<file path="src/rtl/wb_arbiter.sv">
// Two-requester register-file writeback arbiter with round-robin priority and a
// busy-register scoreboard that stalls decode on reserved long-latency destinations.
module wb_arbiter (
  input  logic        clk,
  input  logic        rst,
  input  logic        a_valid,
  input  logic [4:0]  a_addr,
  input  logic [31:0] a_data,
  output logic        a_ready,
  input  logic        b_valid,
  input  logic [4:0]  b_addr,
  input  logic [31:0] b_data,
  output logic        b_ready,
  input  logic        issue_en,
  input  logic [4:0]  issue_addr,
  input  logic [4:0]  rd_addr1,
  input  logic [4:0]  rd_addr2,
  output logic        stall,
  output logic        wen,
  output logic [4:0]  r3,
  output logic [31:0] WD,
  output logic [31:0] busy
);

  // prefer_b_q set means B wins a tie; A was the most recent grant.
  logic        prefer_b_q, prefer_b_d;
  logic        wen_q, wen_d;
  logic [4:0]  r3_q, r3_d;
  logic [31:0] wd_q, wd_d;
  logic [31:0] busy_q, busy_d;

  logic        accept_a, accept_b;
  logic [4:0]  win_addr;
  logic [31:0] win_data;

  always_comb begin
    a_ready = 1'b0;
    b_ready = 1'b0;
    if (!rst) begin
      a_ready = a_valid && (!b_valid || !prefer_b_q);
      b_ready = b_valid && (!a_valid ||  prefer_b_q);
    end
  end

  assign accept_a = a_valid && a_ready;
  assign accept_b = b_valid && b_ready;
  assign win_addr = accept_b ? b_addr : a_addr;
  assign win_data = accept_b ? b_data : a_data;

  always_comb begin
    prefer_b_d = prefer_b_q;
    if (accept_a) begin
      prefer_b_d = 1'b1;
    end else if (accept_b) begin
      prefer_b_d = 1'b0;
    end
  end

  // Writes to r0 complete the handshake but leave the write port untouched.
  always_comb begin
    wen_d = 1'b0;
    r3_d  = r3_q;
    wd_d  = wd_q;
    if ((accept_a || accept_b) && (win_addr != 5'd0)) begin
      wen_d = 1'b1;
      r3_d  = win_addr;
      wd_d  = win_data;
    end
  end

  // Clear first so a same-edge issue to the same register wins.
  always_comb begin
    busy_d = busy_q;
    if (accept_b && (b_addr != 5'd0)) begin
      busy_d[b_addr] = 1'b0;
    end
    if (issue_en && (issue_addr != 5'd0)) begin
      busy_d[issue_addr] = 1'b1;
    end
    busy_d[0] = 1'b0;
  end

  always_ff @(posedge clk or posedge rst) begin
    if (rst) begin
      prefer_b_q <= 1'b0;
      wen_q      <= 1'b0;
      r3_q       <= 5'd0;
      wd_q       <= 32'd0;
      busy_q     <= 32'd0;
    end else begin
      prefer_b_q <= prefer_b_d;
      wen_q      <= wen_d;
      r3_q       <= r3_d;
      wd_q       <= wd_d;
      busy_q     <= busy_d;
    end
  end

  always_comb begin
    stall = ((rd_addr1 != 5'd0) && busy_q[rd_addr1]) ||
            ((rd_addr2 != 5'd0) && busy_q[rd_addr2]);
  end

  assign wen  = wen_q;
  assign r3   = r3_q;
  assign WD   = wd_q;
  assign busy = busy_q;

endmodule

</file>
<file path="config.mk">
export PLATFORM = sky130hd
export DESIGN_NAME = wb_arbiter
export DESIGN_NICKNAME = d
export VERILOG_FILES = /design/src/rtl/wb_arbiter.sv
export SDC_FILE = /design/constraint.sdc
export NUM_CORES = 1
export LEC_CHECK = 0
export CAP_MARGIN = 5
export CORE_MARGIN = 3
export CORE_UTILIZATION = 43
export CTS_CLUSTER_DIAMETER = 80
export DETAILED_ROUTE_END_ITERATION = 8
export PLACE_DENSITY = 0.87
export SLEW_MARGIN = 20
export SYNTH_ARGS = -nofsm -noshare
export SYNTH_HDL_FRONTEND = slang
export SYNTH_SLANG_ARGS = --single-unit
</file>
<file path="constraint.sdc">
create_clock -name clk -period 6.3 [get_ports clk]
set_input_delay 1.89 -clock clk [delete_from_list [all_inputs] [get_ports clk]]
set_output_delay 1.89 -clock clk [all_outputs]
set_load 0.02 [all_outputs]
</file>
==> results of run 1 <==
report_power, final:
| part | switching [mW] | total [mW] | internal, mW | leakage [nW] |
|---|---|---|---|---|
| clock network | 0.179 | 0.362 | 0.183 | 0.0914 |
| registers | 0.0973 | 0.654 | 0.556 | 0.822 |
| logic | 0.310 | 0.701 | 0.391 | 1.37 |
| total | 0.586 | 1.72 | 1.13 | 2.28 |
state kept, by name, indices dropped and copies added (netlist names):
name / flops
wen: 1
r3: 5
prefer_b_q: 1
WD: 32
busy: 31
logic make-up (layout without fill, tap and decap cells):
| family | after synthesis | after routing |
|---|---|---|
| muxes | 94 | 94 |
| AOI/OAI and AO/OA | 76 | 76 |
| DFF | 70 | 70 |
| and+or+nand+nor | 52 | 52 |
| buffers and inverters | 17 | 190 |
| other | 1 | 1 |
area by class of cell:
| type | count | area [µm²] |
|---|---|---|
| Sequential cell | 70 | 1750 |
| Inverter | 3 | 11.3 |
| Clock inverter | 7 | 75.1 |
| Tap cell | 105 | 131 |
| Clock buffer | 9 | 124 |
| Timing Repair Buffer | 171 | 1700 |
| Multi-Input combinational cell | 223 | 2030 |
| Fill cell | 591 | 2640 |
stage by stage:
| step | setup slack, ns | instance area (µm²) |
|---|---|---|
| 6_report | 0.172 | 5820 |
| 4_1_cts | 0.179 | 5820 |
| 2_1_floorplan | 0.574 | 3870 |
| 3_5_place_dp | 0.191 | 5620 |
| 5_1_grt | 0.0504 | 5820 |
| 3_3_place_gp | 0.185 | 5620 |
cells in the mapped netlist:
library cell  instances
a211oi_1              1
and2b_1               1
o311a_1               1
mux2i_1               5
a21oi_1               2
nor2_1                3
mux2_4               19
mux4_2               14
nand2_1               8
o21bai_1              1
nor2b_1               4
or2_2                 1
or4bb_1               1
a221oi_1              1
and3_1                1
clkbuf_1              4
dfrtp_1              70
a211o_1               1
o21ai_0              62
nand3b_1              8
mux2_2               56
inv_1                 3
a31oi_1               1
nor3_1                1
or3b_2                4
nand2b_1              6
nand4_1               2
buf_4                 1
nor3b_1               1
or3_1                 2
o22ai_1               3
nor4b_1               1
or4_1                 1
buf_6                 3
conb_1                1
nand3_1               7
buf_2                 6
o311ai_2              1
a21oi_2               1
o211ai_1              1
worst max-delay path: cells and delay by family:
| kind | cells | cell delay, ns |
|---|---|---|
| compound gates | 1 | 0.30 |
| buf+inv | 2 | 1.16 |
| mux | 1 | 0.53 |
| simple gates | 2 | 0.37 |
worst max path at each step:
stage / start / to / slack, ns / cells past startpoint
floorplan: rst / a_ready / 0.57 / 2
global placement: rd_addr2[2] / stall / 0.19 / 6
detailed placement: rd_addr2[2] / stall / 0.19 / 6
CTS: rd_addr2[2] / stall / 0.18 / 6
global route: rd_addr2[2] / stall / 0.05 / 6
finish: rd_addr2[2] / stall / 0.17 / 6
cell usage in the layout (no fill, tap or decap), drive strengths merged, types with 2 or more instances in the layout:
master | netlist | layout
a21oi | 3 | 3
buf | 10 | 6
clkbuf | 4 | 9
clkdlybuf4s50 | 0 | 165
clkinv | 0 | 3
clkinvlp | 0 | 3
dfrtp | 70 | 70
inv | 3 | 3
mux2 | 75 | 75
mux2i | 5 | 5
mux4 | 14 | 14
nand2 | 8 | 8
nand2b | 6 | 6
nand3 | 7 | 7
nand3b | 8 | 8
nand4 | 2 | 2
nor2 | 3 | 3
nor2b | 4 | 4
o21ai | 62 | 62
o22ai | 3 | 3
or3 | 2 | 2
or3b | 4 | 4
metal layers:
metal,vias to the layer above,part of all wire
met2,216,0.47
met1,1655,0.38
li1,1509,-
met4,0,0.016
met5,-,0
met3,19,0.14
==> summary.md, run 1 <==
| Metric | Value |
|---|---|
| Grt met2 use | 0.371 |
| Crit path kind | in2out |
| Reg2reg end | r3[3] |
| Slowest stage cell, crit path | clkdlybuf4s50_1 |
| Synth Area in Adders | 0 |
| Setup violations, final | 0 |
| Drt first-iter violations | 179 |
| Final hold viol count | 0 |
| Core Box Area | 8460 µm² |
| Cells after Synth | between 300 and 400 |
| Die width | 101 µm |
| Via-to-Cell Ratio | 5.78 |
| Worst Clk Skew | 0.00367 ns |
| Postcts setup bufs | 0 |
| Hold Path End | prefer_b_q |
| Yosys top cell area share | 0.452 |
| Pin count of the biggest net entering global routing | 72 |
| DR pass1 iterations | 5 |
| GR peak layer | met2 |
| Synthesis-to-finish area growth | 50.3% |
| HP Start | prefer_b_q |
| Port bufs | approximately 170 |
| Antenna violations before repair | 0 |
| Final hold slack | 0.504 ns |
| Antenna cell count | 0 |
| Worst path max stage delay | 0.62 ns |
| Grt met3 use | 0.0858 |
| Reg clk slew, reported paths | ~0.080 ns |
| Min-delay worst type | reg2reg |
| Final period util | 0.973 |
| Antenna-violating nets left | 0 |
| Slew Limit Fails | 0 |
| Total Power | around 1.7 mW |
| CTS Hold Bufs | 0 |
| I/O pin total | 167 |
| Post-synth cell types | 40 |
| Slew @ Worst Pin | 0.868 ns |
| Syn_nets | just over 400 |
| Flops & latches, synth | 70 |
| Synth Area in Compound Gates | 0.109 |
| Critical Path Fanout Max | 7 |
| Post-synthesis xor/xnor area fraction | 0 |
| Peak supply drop | 0.140 mV |
| CTS resizes | 0 |
| Hold-critical path depth | 1 |
| Yosys warns | 0 |
| Gr ovfl total | 0 |
| Fmax achieved | 0.163 GHz |
| Max-cap violations | 0 |
| GRT Total Usage | 0.233 |
| Routed WL | 11.8 mm |
| Layout Utilization | 0.688 |
| CP cell instances | clkdlybuf4s50_1 > mux4_2 > nor4b_1 > nor3_1 > a211o_1 > clkdlybuf4s50_1 |
| Clock latency on the worst-skew pair | around 0.34 ns |
| Initial Util | 0.458 |
| Via count | 3399 |
| Main combinational cell family by area after synthesis | multiplexers |
| Cell Count, Final, Fillers Out | 588 |
| Synth Area in Simple Gates | 0.0824 |
| Worst Reg-to-Reg Cells | 5 |
| Slew margin rel. | 0.421 |
| Mean post-synth cell area | 12.5 µm² |
| Startpoint Class | primary input |
| Die Area | 10200 µm² |
| Vias in the first global route | 3492 |
| Die Y | 101 µm |
| Status | completed |
| R2r setup slk | 4.27 ns |
| Synth area leader | dfrtp_1 |
| Cell Area, Synth | about 3900 µm² |
| Nets | between 500 and 600 |
| Root Driver | clkbuf_8 |
| CP arrival | approximately 4.2 ns |
| Crit path time final | ~6.1 ns |
| Leakage power | around 2.3 nW |
| CP endpoint kind | output port |
| RSZ-0062 raised after global routing | no |
| Synth top area cells | dfrtp_1 45%, mux2_2 16%, mux4_2 8.1% |
| Layout cells sized above 1 | 0.246 |
| Hpwl dp | 9.03 mm |
| CTS Buf Count | 9 |
| Setup TNS | 0 ns |
| H-tree lvl count | 3 |
| Cell Pwr Density | 295 nW/µm² |
| CTS tree | done |
| Met1 usage in global routing | 0.292 |
| Placed Cells | 572 |
| Seq/Total Area, Yosys | 0.452 |
| CTS Sinks | 70 |
| Avg WL per Cell | 20.1 µm |
| Clk buf depth | 2 |
| Mux cell area share after synthesis | 0.331 |
| GP Congestion | 0.928 |
| Rows | 33 |
| Most frequent CP cell | clkdlybuf4s50_1 |
| First-pass GRT wire length | 18.4 mm |
| Worst Path Required | 4.41 ns |
| Residual DRC | 0 |
| FF-to-FF Start | prefer_b_q |
Power figures use the tool's default switching activity.
==> inputs of run 2 (changes only) <==
--- a/config.mk
+++ b/config.mk
@@ -10,7 +10,7 @@
 export CORE_UTILIZATION = 43
 export CTS_CLUSTER_DIAMETER = 80
 export DETAILED_ROUTE_END_ITERATION = 8
-export PLACE_DENSITY = 0.87
+export PLACE_DENSITY = 0.81
 export SLEW_MARGIN = 20
 export SYNTH_ARGS = -nofsm -noshare
 export SYNTH_HDL_FRONTEND = slang
==> constraint.sdc (replaced) <==
create_clock -name clk -period 6.3 [get_ports clk]
set_input_delay 1.89 -clock clk [delete_from_list [all_inputs] [get_ports clk]]
set_output_delay 1.89 -clock clk [all_outputs]
set_load 0.1 [all_outputs]
==> run 2 against run 1 <==
  * Worst hold slack lost 0.020 ns
  * Non-clock buffer count shrank 3
  * Utilization grew 0.93 points
  * Clock power grew 33%
  * Sequential share of layout area shrank 0.40 points
  * Global-route usage shrank 0.49 points
  * First-iteration DRC count shrank 26%
  * Register-to-register slack lost 0.36 ns
  * Via count shrank 2.9%
==> summary.md, run 2 (synthesis results as in run 1) <==
| Metric | Value |
|---|---|
| Layout cells sized above 1 | 0.248 (+0.00154) |
| Layout Utilization | 0.697 (+0.00931) |
| Rows | 33 (unchanged) |
| Port bufs | 165 (unchanged) |
| Gr ovfl total | 0 (unchanged) |
| CTS tree | done |
| Core Box Area | 8460 µm² (unchanged) |
| Hold Path End | prefer_b_q |
| Via-to-Cell Ratio | 5.64 (-2.4%) |
| Worst Clk Skew | 0.00333 ns (-0.000335 ns) |
| Crit path time final | 5.90 ns (-0.225 ns) |
| Fmax achieved | 0.169 GHz (+3.8%) |
| Initial Util | 0.458 (unchanged) |
| I/O pin total | 167 (unchanged) |
| Worst path max stage delay | 0.79 ns (+0.17 ns) |
| Synthesis-to-finish area growth | 52.3% |
| Slew @ Worst Pin | 1.01 ns (+0.145 ns) |
| CP cell instances | clkdlybuf4s50_1 > mux4_2 > mux2i_1 > a31oi_1 > a211o_1 > buf_12 |
| Max FFs per register | 32 (unchanged) |
| Pin count of the biggest net entering global routing | 72 (unchanged) |
| Max-cap violations | 0 (unchanged) |
| Most common cell after layout, fill and taps aside | clkdlybuf4s50_1 |
| Min-delay worst type | reg2reg |
| H-tree lvl count | 3 (unchanged) |
| Hold-critical path depth | 1 (unchanged) |
| Residual DRC | 0 (unchanged) |
| CTS Hold Bufs | 0 (unchanged) |
| Total Power | 2.52 mW (+47%) |
| Met1 usage in global routing | 0.295 (+0.00322) |
| Worst Reg-to-Reg Cells | 5 (unchanged) |
| CP arrival | 4.01 ns (-0.23 ns) |
| Final period util | 0.937 (-0.0357) |
| Final hold viol count | 0 (unchanged) |
| Peak supply drop | 0.250 mV (+78%) |
| Slew Limit Fails | 0 (unchanged) |
| GP Congestion | 0.968 (+4.3%) |
| Crit path kind | in2out |
| CTS resizes | 0 (unchanged) |
| Worst Path Required | 4.41 ns (about the same) |
| Reg clk slew, reported paths | 0.07 ns (about the same) |
| Postcts setup bufs | 0 (unchanged) |
| Antenna-violating nets left | 0 (unchanged) |
| First-pass GRT wire length | 18.1 mm (-1.6%) |
| CP Launch Point | rd_addr2[0] |
| GRT Total Usage | 0.228 (-0.00490) |
| Via count | 3302 (-2.9%) |
| Vias in the first global route | 3423 (-2.0%) |
| Reg2reg end | WD[30] |
| Avg WL per Cell | 19.3 µm (-3.6%) |
| Critical Path Fanout Max | 9 (+2) |
| DR pass1 iterations | 6 (+1) |
| Slowest stage cell, crit path | clkdlybuf4s50_1 |
| Cell Pwr Density | 426 nW/µm² (+45%) |
| Nets | 569 (-0.52%) |
| Grt met3 use | 0.0810 (-0.00484) |
| Hpwl dp | 8.58 mm (-5.0%) |
| Placed Area | 5630 µm² (+0.13%) |
| Antenna cell count | 0 (unchanged) |
| Root Driver | clkbuf_8 |
| CP endpoint kind | output port |
| Drt first-iter violations | 133 (-26%) |
| Die width | 101 µm (unchanged) |
| R2r setup slk | 3.91 ns (-0.36 ns) |
| Fin area | 5900 µm² (+1.4%) |
| Startpoint Class | primary input |
| CTS Buf Count | 9 (unchanged) |
| Leakage power | 2.32 nW (+1.9%) |
| Commonest cells after routing, fill and taps aside | 162 x clkdlybuf4s50_1, 70 x dfrtp_1, 62 x o21ai_0 |
| Die Y | 101 µm (unchanged) |
| Grt met2 use | 0.369 (-0.00253) |
| Antenna violations before repair | 0 (unchanged) |
| GR peak layer | met2 |
| CTS Sinks | 70 (unchanged) |
| FF-to-FF Start | prefer_b_q |
| Clk buf depth | 2 (unchanged) |
| Setup violations, final | 0 (unchanged) |
| Die Area | 10200 µm² (unchanged) |
| Status | completed |
| HP Start | prefer_b_q |
| RSZ-0062 raised after global routing | no |
| Clock latency on the worst-skew pair | 0.34 ns (about the same) |
| Fillcell total | 590 (-0.17%) |
| Setup TNS | 0 ns (unchanged) |
| Routed WL | 11.3 mm (-4.1%) |
| Slew margin rel. | 0.322 (-0.0991) |
==> run 2: how the worst max path moves through the flow <==
stage	slack (ns)	end	cells past startpoint
6_report	0.40	stall	6
5_1_grt	0.22	stall	6
4_1_cts	0.39	stall	6
3_5_place_dp	0.39	stall	6
3_3_place_gp	0.44	stall	6
2_1_floorplan	0.04	a_ready	2
==> run 2: through the flow <==
stage | std cells | worst slack, ns | hold slack [ns]
floorplan | 310 | 0.0446 | 0.454
global placement | 569 | 0.436 | 0.469
detailed placement | 569 | 0.390 | 0.476
CTS | 585 | 0.386 | 0.485
global route | 585 | 0.221 | 0.524
finish | 585 | 0.397 | 0.484
==> run 2: area by class of cell <==
cell class	instances	area, µm²	area share
Clock buffer	10	138	0.0233
Timing Repair Buffer	168	1700	0.289
Inverter	3	11.3	0.00191
Tap cell	105	131	0.0223
Clock inverter	6	133	0.0225
Sequential cell	70	1750	0.297
Multi-Input combinational cell	223	2030	0.344
==> run 2: where the power goes <==
part / switching (mW) / internal [mW]
clock: 0.167 / 0.313
sequential: 0.0979 / 0.557
combinational: 0.990 / 0.391
==> run 2: worst max-delay path, delay by kind of cell <==
kind / cells / cell delay [ns]
AO/OA/AOI/OAI: 2 / 0.42
buffers and inverters: 2 / 0.97
multiplexers: 2 / 0.74
==> run 2: routing by layer <==
metal,vias to the layer above,routed length [µm]
li1,1500,-
met1,1607,4520
met2,182,5260
met3,13,1380
met4,0,145
met5,-,0
==> inputs of run 3 (changes only) <==
--- a/config.mk
+++ b/config.mk
@@ -6,11 +6,13 @@
 export NUM_CORES = 1
 export LEC_CHECK = 0
 export CAP_MARGIN = 5
+export CELL_PAD_IN_SITES_DETAIL_PLACEMENT = 0
+export CELL_PAD_IN_SITES_GLOBAL_PLACEMENT = 2
 export CORE_MARGIN = 3
-export CORE_UTILIZATION = 43
+export CORE_UTILIZATION = 26
 export CTS_CLUSTER_DIAMETER = 80
 export DETAILED_ROUTE_END_ITERATION = 8
-export PLACE_DENSITY = 0.81
+export PLACE_DENSITY_LB_ADDON = 0.1
 export SLEW_MARGIN = 20
 export SYNTH_ARGS = -nofsm -noshare
 export SYNTH_HDL_FRONTEND = slang
==> run 3 against run 2 <==
  * First-iteration DRC count up 27%
  * Sequential power rose by 0.8%
  * Via count decreased by 0.48%
  * Final cell count increased by 13%
  * Critical path depth unchanged
  * Largest cell class unchanged
  * Global-route usage down 7.3 points
  * Clock-buffer cell count rose by 2
  * Largest power group unchanged
  * Non-clock buffer count unchanged
  * Routed wire length rose by 10%
  * Highest routed layer unchanged
==> summary.md, run 3 (synthesis results as in run 1) <==
| Metric | Value |
|---|---|
| Worst setup margin | 0.365 ns (-0.0318 ns) |
| Net Sw Frac | 0.504 (+0.00550) |
| Net Sw Power | 1.28 mW (+1.7%) |
| Antenna violations before repair | 0 (unchanged) |
| Fmax achieved | 0.169 GHz (-0.54%) |
| Flip-flop and latch area | 1750 µm² (unchanged) |
| Slew margin rel. | 0.317 (-0.00525) |
| Worst Clk Skew | 0.00529 ns (+0.00196 ns) |
| Pin count of the biggest net entering global routing | 72 (unchanged) |
| Layout cells sized above 1 | 0.244 (-0.00417) |
| Sequential power share | 0.261 (about the same) |
| Final hold slack | 0.488 ns (+0.00458 ns) |
| Antenna cell count | 0 (unchanged) |
| Die width | 128 µm (+27%) |
| Commonest cells after routing, fill and taps aside | 162 x clkdlybuf4s50_1, 70 x dfrtp_1, 62 x o21ai_0 |
| Total Power | 2.53 mW (+0.54%) |
| Met3 wire length | 1.09 mm (-21%) |
| Avg WL per Cell | 18.9 µm (-2.3%) |
| Crit path time final | 5.93 ns (+0.0318 ns) |
| CP endpoint kind | output port |
| Vias in the first global route | 3519 (+2.8%) |
| CTS Sinks | 70 (unchanged) |
| Reg clk slew, reported paths | 0.06 ns (about the same) |
| Max FFs per register | 32 (unchanged) |
| Most common cell after layout, fill and taps aside | clkdlybuf4s50_1 |
| Max-cap violations | 0 (unchanged) |
| Port bufs | 165 (unchanged) |
| CTS Hold Bufs | 0 (unchanged) |
| Critical Path Fanout Max | 9 (unchanged) |
| Clk buf depth | 2 (unchanged) |
| GRT Total Usage | 0.155 (-0.0731) |
| Leakage power | 2.33 nW (+0.19%) |
| CTS Buf Count | 9 (unchanged) |
| Final period util | 0.942 (+0.00504) |
| Clk network pwr share | 0.193 (+0.002) |
| CTS tree | done |
| Worst Path Required | 4.41 ns (about the same) |
| CP cell instances | clkdlybuf4s50_1 > mux4_2 > mux2i_1 > a31oi_1 > a211o_1 > buf_12 |
| Rows | 43 (+30%) |
| Hpwl dp | 9.58 mm (+12%) |
| Clock latency on the worst-skew pair | 0.33 ns (about the same) |
| Drt first-iter violations | 169 (+27%) |
| Synthesis-to-finish area growth | 55.2% |
| Die Y | 128 µm (+27%) |
| Slowest stage cell, crit path | clkdlybuf4s50_1 |
| Min-delay worst type | reg2reg |
| GP Congestion | 0.806 (-17%) |
| Gr ovfl total | 0 (unchanged) |
| Slew Limit Fails | 0 (unchanged) |
| Postcts setup bufs | 0 (unchanged) |
| Setup TNS | 0 ns (unchanged) |
| Root Driver | clkbuf_16 |
| Residual DRC | 0 (unchanged) |
| Worst path max stage delay | 0.80 ns (about the same) |
| CTS resizes | 0 (unchanged) |
| CP arrival | 4.04 ns (+0.03 ns) |
| Die Area | 16400 µm² (+61%) |
| Antenna-violating nets left | 0 (unchanged) |
| Setup violations, final | 0 (unchanged) |
| Logic pwr share | 0.547 (-0.002) |
| Peak supply drop | 0.164 mV (-34%) |
| Routed WL | 12.5 mm (+10%) |
| RSZ-0062 raised after global routing | no |
| Fillcell total | 1404 (+140%) |
| Final hold viol count | 0 (unchanged) |
| Buf/Inv on CP | 2 (unchanged) |
| Crit path kind | in2out |
| First-pass GRT wire length | 19.8 mm (+9.5%) |
| Area of the multi-input gates | 2030 µm² (+0.12%) |
| Via-to-Cell Ratio | 4.98 (-12%) |
| Initial Util | 0.273 (-0.185) |
| Slew @ Worst Pin | 1.02 ns (+0.00785 ns) |
| DRT met1 WL | 5.37 mm (+19%) |
| Max Used Layer | met4 |
| Status | completed |
| Pint | 1.25 mW (-0.56%) |
| Delay-heaviest family, CP | buffers and inverters |
| Startpoint Class | primary input |
| H-tree lvl count | 3 (unchanged) |
| DP Worst Slack | 0.345 ns (-0.0454 ns) |
| I/O pin total | 167 (unchanged) |
| Cell Count, Final, Fillers Out | 660 (+13%) |
| Via count | 3286 (-0.48%) |
| Cell Pwr Density | 421 nW/µm² (-1.3%) |
| Routed wl met2 | 5.87 mm (+12%) |
| Nets | 569 (unchanged) |
| DR pass1 iterations | 4 (-2) |
| Placed Cells | 644 (+13%) |
| Core Box Area | 14200 µm² (+68%) |
## run 3: final cells by class
type	instances	area share
Multi-Input combinational cell	223	0.338
Sequential cell	70	0.291
Timing Repair Buffer	168	0.284
Clock buffer	12	0.0393
Tap cell	180	0.0375
Clock inverter	4	0.00791
Inverter	3	0.00187
## run 3: worst paths after layout
kind | from | to | slack, ns | cells past startpoint
min | prefer_b_q | prefer_b_q | 0.49 | 1
min in group asynchronous | rst | prefer_b_q | 2.30 | 3
min reg2reg | prefer_b_q | prefer_b_q | 0.49 | 1
max reg2reg | prefer_b_q | WD[0] | 3.99 | 5
max in group asynchronous | rst | busy[21] | 3.41 | 3
max | rd_addr2[0] | stall | 0.37 | 6
## run 3: per-layer routing
metal  global-route usage  vias up
li1                     -     1504
met5                    0        -
met1                0.199     1652
met2                0.249      121
met4               0.0381        0
met3               0.0588        9
## run 3: stage by stage
step | utilization | cell area, µm²
finish | 0.423 | 6010
global route | 0.423 | 6010
CTS | 0.423 | 6010
detailed placement | 0.403 | 5730
global placement | 0.403 | 5730
floorplan | - | 3870
## run 3: power groups by stage
stage / Sequential [mW] / Clock [mW] / Combinational (mW)
after global routing: 0.677 / 0.524 / 1.43
after CTS: 0.660 / 0.500 / 1.39
after detailed placement: 0.666 / 0 / 1.39
after global placement: 0.666 / 0 / 1.39
final: 0.659 / 0.488 / 1.38
after floorplan: 1.41 / 0 / 0.258
